## src/rtl/csa_pkg.sv

```systemverilog
// Shared types and default widths for the carry-save accumulator controller.
package csa_pkg;

  typedef enum logic [1:0] {
    ACC     = 2'd0,
    RESOLVE = 2'd1,
    OUT     = 2'd2
  } csa_state_e;

  localparam int IN_W_DEF  = 12;
  localparam int ACC_W_DEF = 15;
  localparam int CNT_W_DEF = 8;

endpackage

```

## src/rtl/csa_3to2_w.sv

```systemverilog
// Combinational W-bit 3:2 carry-save compressor; the carry output is already
// shifted left one place with the bit leaving the MSB discarded.
module csa_3to2_w #(
  parameter int W = 15
) (
  input  logic [W-1:0] a_i,
  input  logic [W-1:0] b_i,
  input  logic [W-1:0] c_i,
  output logic [W-1:0] sum_o,
  output logic [W-1:0] carry_o
);

  logic [W-1:0] maj_s;

  assign sum_o   = a_i ^ b_i ^ c_i;
  assign maj_s   = (a_i & b_i) | (a_i & c_i) | (b_i & c_i);
  assign carry_o = maj_s << 1;

endmodule

```

## src/rtl/csa_accum_seq.sv

```systemverilog
// Carry-save group accumulator with a single carry-propagate resolve per group.
// Define CSA_ACC_OVF_EN to add the sticky overflow flag and the out_ovf port.
module csa_accum_seq
  import csa_pkg::*;
#(
  parameter int IN_W  = IN_W_DEF,
  parameter int ACC_W = ACC_W_DEF,
  parameter int CNT_W = CNT_W_DEF
) (
  input  logic             clk,
  input  logic             rst,
  input  logic             in_valid,
  output logic             in_ready,
  input  logic [IN_W-1:0]  in_data,
  input  logic             in_last,
  output logic             out_valid,
  input  logic             out_ready,
  output logic [ACC_W-1:0] out_data,
  output logic [CNT_W-1:0] out_count
`ifdef CSA_ACC_OVF_EN
  ,
  output logic             out_ovf
`endif
);

  localparam logic [CNT_W-1:0] CNT_MAX = {CNT_W{1'b1}};
  localparam logic [CNT_W-1:0] CNT_ONE = {{(CNT_W-1){1'b0}}, 1'b1};

  csa_state_e       state_q;
  logic [ACC_W-1:0] s_q, cy_q, s_d, cy_d;
  logic [CNT_W-1:0] cnt_q;
  logic [ACC_W-1:0] out_data_q;
  logic [CNT_W-1:0] out_count_q;
  logic [ACC_W-1:0] x_s;
  logic             accept_s;

  assign x_s       = ACC_W'(in_data);
  assign in_ready  = (state_q == ACC);
  assign out_valid = (state_q == OUT);
  assign accept_s  = in_valid && in_ready;
  assign out_data  = out_data_q;
  assign out_count = out_count_q;

  csa_3to2_w #(.W(ACC_W)) u_csa (
    .a_i    (s_q),
    .b_i    (cy_q),
    .c_i    (x_s),
    .sum_o  (s_d),
    .carry_o(cy_d)
  );

`ifdef CSA_ACC_OVF_EN
  logic             ovf_q, out_ovf_q;
  logic             maj_msb_s;
  logic [ACC_W:0]   total_s;
  assign maj_msb_s = (s_q[ACC_W-1] & cy_q[ACC_W-1]) | (s_q[ACC_W-1] & x_s[ACC_W-1])
                   | (cy_q[ACC_W-1] & x_s[ACC_W-1]);
  assign total_s   = {1'b0, s_q} + {1'b0, cy_q};
  assign out_ovf   = out_ovf_q;
`else
  logic [ACC_W-1:0] total_s;
  assign total_s   = s_q + cy_q;
`endif

  // Controller: state, redundant accumulator, counter and registered result.
  always_ff @(posedge clk or posedge rst) begin
    if (rst) begin
      state_q     <= ACC;
      s_q         <= '0;
      cy_q        <= '0;
      cnt_q       <= '0;
      out_data_q  <= '0;
      out_count_q <= '0;
`ifdef CSA_ACC_OVF_EN
      ovf_q       <= 1'b0;
      out_ovf_q   <= 1'b0;
`endif
    end else begin
      case (state_q)
        ACC: begin
          if (accept_s) begin
            s_q  <= s_d;
            cy_q <= cy_d;
            if (cnt_q != CNT_MAX) cnt_q <= cnt_q + CNT_ONE;
`ifdef CSA_ACC_OVF_EN
            if (maj_msb_s) ovf_q <= 1'b1;
`endif
            if (in_last) state_q <= RESOLVE;
          end
        end
        RESOLVE: begin
          out_data_q  <= total_s[ACC_W-1:0];
          out_count_q <= cnt_q;
`ifdef CSA_ACC_OVF_EN
          ovf_q       <= ovf_q | total_s[ACC_W];
          out_ovf_q   <= ovf_q | total_s[ACC_W];
`endif
          state_q     <= OUT;
        end
        OUT: begin
          if (out_ready) begin
            s_q     <= '0;
            cy_q    <= '0;
            cnt_q   <= '0;
`ifdef CSA_ACC_OVF_EN
            ovf_q   <= 1'b0;
`endif
            state_q <= ACC;
          end
        end
        default: state_q <= ACC;
      endcase
    end
  end

endmodule

```

## config.mk

```make
export PLATFORM = sky130hd
export DESIGN_NAME = csa_accum_seq
export DESIGN_NICKNAME = d
export VERILOG_FILES = /design/src/rtl/csa_pkg.sv /design/src/rtl/csa_3to2_w.sv /design/src/rtl/csa_accum_seq.sv
export SDC_FILE = /design/constraint.sdc
export NUM_CORES = 1
export LEC_CHECK = 0
export CELL_PAD_IN_SITES_DETAIL_PLACEMENT = 0
export CELL_PAD_IN_SITES_GLOBAL_PLACEMENT = 2
export CORE_MARGIN = 1
export CORE_UTILIZATION = 36
export DETAILED_ROUTE_END_ITERATION = 10
export PLACE_DENSITY = 0.81
export REMOVE_ABC_BUFFERS = 1
export SLEW_MARGIN = 20
export SYNTH_ARGS = -nofsm -noshare
export SYNTH_HDL_FRONTEND = slang
export SYNTH_SLANG_ARGS = --single-unit
```

## constraint.sdc

```tcl
create_clock -name clk -period 2.6 [get_ports clk]
set_clock_uncertainty 0.15 [all_clocks]
set_input_delay 0.78 -clock clk [delete_from_list [all_inputs] [get_ports clk]]
set_output_delay 0.78 -clock clk [all_outputs]
set_load 0.01 [all_outputs]
```

* Word level (Yosys, flattened, before mapping)
Cells that the tools add are included.
** Storage, ports and cells
- Memories :: 0
- Flip-flop bits (word level) :: 63
- Output and inout port bits :: 25
- Bits in latches :: 0
- Memory bits (read-only) :: 0
- Logic and storage cells :: 41
- Bits in writable memories :: 0
** Cells by class
- Multiply operators :: 0
- Divide/modulo/power cells :: 0
- Bitwise gates (word level) :: 7
- $add $sub $neg :: 2
- Reduce and logical (&&, ||, !) cells :: 6
- Eq/ne operators :: 7
- Shift-type cells :: 0
- Magnitude comparators :: 0
- Mux-type cells :: 13
** Operators with widths (count)
- 15-bit one-hot mux with 2 select lines :: 2
- 15-bit two-way mux :: 3
- 14-bit by 12-bit AND with 14-bit output :: 2
- 14-bit bitwise OR :: 2
- 8-bit two-way mux :: 3
- 8-bit one-hot mux with 2 select lines :: 1
- 15-bit adder :: 1
- 15-bit by 12-bit XOR with 15-bit output :: 1
- 15-bit XOR :: 1
- 14-bit AND :: 1
- 8-bit by 1-bit adder with 8-bit output, second input constant :: 1
- 2-bit by 1-bit != test with 1-bit output, second input constant :: 4
- 8-bit != test, second input constant :: 1
- 2-bit two-way mux :: 3
- 2-bit one-hot mux with 3 select lines :: 1
- 3-bit AND reduction :: 2
- 4-bit AND reduction :: 1
- 2-bit by 1-bit == test with 1-bit output, second input constant :: 1
- 2-bit == test, second input constant :: 1
- 2-bit logical NOT :: 1
- 2-bit nonzero test :: 1
- 1-bit logical AND :: 1

* Longest topological paths before layout
- Depth after elaboration :: 5
- Mapped depth :: 8
- Gate-level depth less buffers :: 8

* Cells and area by module
Synthesis repeated with hierarchy kept, for this count alone.
** Second synthesis, totals
- Cell total of the unflattened synthesis :: 316
- Area, all modules :: 3468.3 sq um
** By module, submodules not included
- csa_accum_seq :: cells an instance 299, area an instance 3153.0 sq um, times used 1
- csa_3to2_w :: cells an instance 17, area an instance 315.3 sq um, times used 1

* Least setup slack after synthesis
OpenSTA, ideal clock, no wires.
- Path kind :: reg-to-reg
- Start :: register s_q[5]
- End :: register out_data_q[8] (netlist: out_data[8])
- Arrival time :: 1896 ps
- Buffers on the path :: 0
- Cell stages (with the launch flop) :: 7
- Setup slack :: 485 ps
- Clock period less this slack :: 2115 ps
- Path through :: dfrtp_1 ha_1 a21o_1 a31o_2 o21a_1 or4_1 nand3_1
** On the way
- Longest elaborated chain between the ends :: 1
** Ends and longest elaborated chain
- start, declared :: RTL line csa_accum_seq.sv:30 : logic [ACC_W-1:0] s_q, cy_q, s_d, cy_d;
- start signal, assigned :: RTL line csa_accum_seq.sv:69 : s_q <= '0;
- start signal, assigned :: RTL line csa_accum_seq.sv:82 : s_q <= s_d;
- start signal, assigned :: RTL line csa_accum_seq.sv:102 : s_q <= '0;
- 15-bit adder :: RTL line csa_accum_seq.sv:62 : assign total_s = s_q + cy_q;
- end signal, assigned :: RTL line csa_accum_seq.sv:92 : out_data_q <= total_s[ACC_W-1:0];
- end, declared :: RTL line csa_accum_seq.sv:32 : logic [ACC_W-1:0] out_data_q;
No other way between the ends.
A chain may end at the register's enable or synchronous reset.

* Worst setup path after layout
- Start :: register state_q[1]
- End :: output in_ready
** On the way
- Longest elaborated chain between the ends :: 1
** Ends and longest elaborated chain
- start, declared :: RTL line csa_accum_seq.sv:29 : csa_state_e state_q;
- start signal, assigned :: RTL line csa_accum_seq.sv:68 : state_q <= ACC;
- start signal, assigned :: RTL line csa_accum_seq.sv:88 : if (in_last) state_q <= RESOLVE;
- start signal, assigned :: RTL line csa_accum_seq.sv:98 : state_q <= OUT;
- 2-bit logical NOT :: RTL line csa_accum_seq.sv:38 : assign in_ready = (state_q == ACC);
- end, declared :: RTL line csa_accum_seq.sv:13 : output logic in_ready,
No other way between the ends.

==> run metrics <==
status=completed; Area Overhead vs Synth=23.3%; Lkg Pwr=1.87 nW; first-pass GRT wire length=11.9 mm; cts hold-fix bufs=0; share of cells above drive strength 1=0.0798; TritonRoute pass-1 iters=4; DP HPWL=4.61 mm; total chip power=0.00415 W; Post-synth ARST share=1.00; grt ovf=0; power per cell area=1050 nW/um^2; Slew Viols, Final=0; worst r2r src=s_q[1]; Port Buffers=41; CP Max Fanout=7; FF+latch area=1550 sq um; cell area after synthesis=3220 sq um; f_max=418 MHz; critical path's slowest cell=clkdlybuf4s50_1; clk sinks=62; count leader, synth=dfrtp_1; register bit total from synthesis=62; Yosys cell types=48; # rows=34; CTS tree=yes; critical path class=flop to primary output; fin crit period=2390 ps; fin nets=392; Tcrit/Tclk final=0.920; routed wire length=6.57 mm; pin count of the biggest net entering global routing=63; VDD IR max=0.359 mV; Worst Hold Class=flop to flop; commonest cells in the synthesized netlist=62 x dfrtp_1, 51 x nand2_1, 28 x a22o_1; CP Cell Sequence=nor2_1, clkdlybuf4s50_1; die width=96.6 microns; top post-synthesis cells by area=dfrtp_1 48%, a22o_1 7.6%, fa_1 7.5%, nand2_1 5.9%, ha_1 5.8%; CTS buffer count=9; Worst R2R Setup Slack=330 ps; chip height=96.6 microns; Placer Congestion=0.748; area leader, netlist=dfrtp_1; Syn. warnings=0; Top FF cell, synth=dfrtp_1; worst reg2reg endpoint=out_data[13]; CTS HTree Levels=3; DR WL/cell=14.3 microns; # diodes=0; dpl cells=445; post-synth top area share=0.482; Syn Inst Count=301; DRC viols=0; Final ANT Viol Nets=0; Final Instance Count excl. Fillers=459; Tot GR Track Use=0.156; Post-synth EDFFs=0; post-route cell area=3970 sq um; WP data required=1670 ps; Placed Area=3790 sq um; CP max stage delay=540 ps; Initial Util=0.371; vias per inst=5.14; Worst setup EP type=primary output; Via Count=2359; DR iter-0 viols=100; core area=8680 sq um; initial antenna violation count=0; Max-Cap Viols=0; clk root buf=clkbuf_8; Clk pin slew, worst setup/hold paths=60 ps; IO Count=42; die area=9330 sq um; Setup violations, final=0; fill count=851; RSZ-0062 raised after global routing=false; hold_ws=324 ps; worst-case reg-to-reg path depth=8; Worst-Skew Late Latency=320 ps; Max clock buf depth=2; worst slew pin tran=698 ps; Final Hold Viols=0; CP Capture Point=in_ready; vias in the first global route=2419; syn_area_per_cell=10.7 sq um; Max-slew headroom=0.534; area of the multi-input gates=1590 sq um; Final Core Density=0.458; CP Launch Point=state_q[1]; CP Launch Type=flop; sequential-to-total area share from yosys stat=0.482; Worst EP arrival=1460 ps
registers in the layout, indices dropped and copies added, names as in the netlist:
register and flops:
state_q 2, s_q 15, cnt_q 8, cy_q 14, out_data 15, out_count 8
through the flow:
step,setup WS (ps),TNS [ps]
floorplan,-437,-7170
global placement,-171,-4750
detailed placement,-55.7,-126
CTS,57.7,0
global route,142,0
finish,208,0
logic make-up after synthesis:
kind of cell	share of synthesized area
buffers and inverters	0.0272
and+or+nand+nor	0.148
muxes	0.00349
DFF	0.482
AOI/OAI and AO/OA	0.188
adders and majority gates	0.133
xor gates and xnor gates	0.0190
area by class of cell:
class	count	area share
well taps	108	0.0340
repair buffers	49	0.122
clock buffers	13	0.0425
multi-input cells	218	0.401
clock inverters	1	0.00126
flip-flops and latches	62	0.391
inverters	8	0.00756
power breakdown:
group	switching (W)	internal, W
Sequential	0.000322	0.00132
Combinational	0.000855	0.000902
Clock	0.000344	0.000413
Total	0.00152	0.00263
cells in the final DEF, fill, tap and decap left out, drive strengths merged, types with 2 or more instances in the layout:
master	n
nor3b	4
o31ai	4
nand4	3
nand2b	4
inv	8
clkdlybuf4s50	40
o2111ai	3
dfrtp	62
buf	8
a21o	7
fa	12
xnor2	5
or3	2
a21oi	11
o21a	4
nand3	6
and3	2
nor3	7
nand2	51
a22o	28
ha	15
xor2	2
o21ai	15
clkbuf	13
nor2	12
nor2b	2
worst min-delay path by stage:
stage,startpoint,endpoint,slack (ps),cells after the start
floorplan,s_q[0],out_data[0],320,2
detailed placement,out_count[4],out_count[4],310,2
CTS,out_count[4],out_count[4],330,2
global route,out_count[3],out_count[3],350,2
global placement,out_count[3],out_count[3],310,2
finish,out_count[3],out_count[3],320,2
critical path: cells and delay by family, from the launching register on:
family	cells	cell delay, ps
buffers and inverters	1	540
flip-flops	1	460
AND/OR/NAND/NOR	1	130
repair_timing:
| item | 4_1_cts | 5_1_grt |
|---|---|---|
| hold endpoints to repair | 0 | 0 |
| setup endpoints to repair | 0 | 1 |
| resized for setup | 0 | 2 |
| buffers inserted | 0 | 0 |
routing by layer:
| layer | up-vias | track usage | routed length [microns] |
|---|---|---|---|
| met5 | - | 0 | 0 |
| met4 | 0 | 0.0517 | 80 |
| met3 | 6 | 0.0318 | 176 |
| met2 | 32 | 0.232 | 2820 |
| met1 | 1140 | 0.228 | 3490 |
| li1 | 1181 | - | - |
Note: power is estimated with default switching activity, not from simulation.
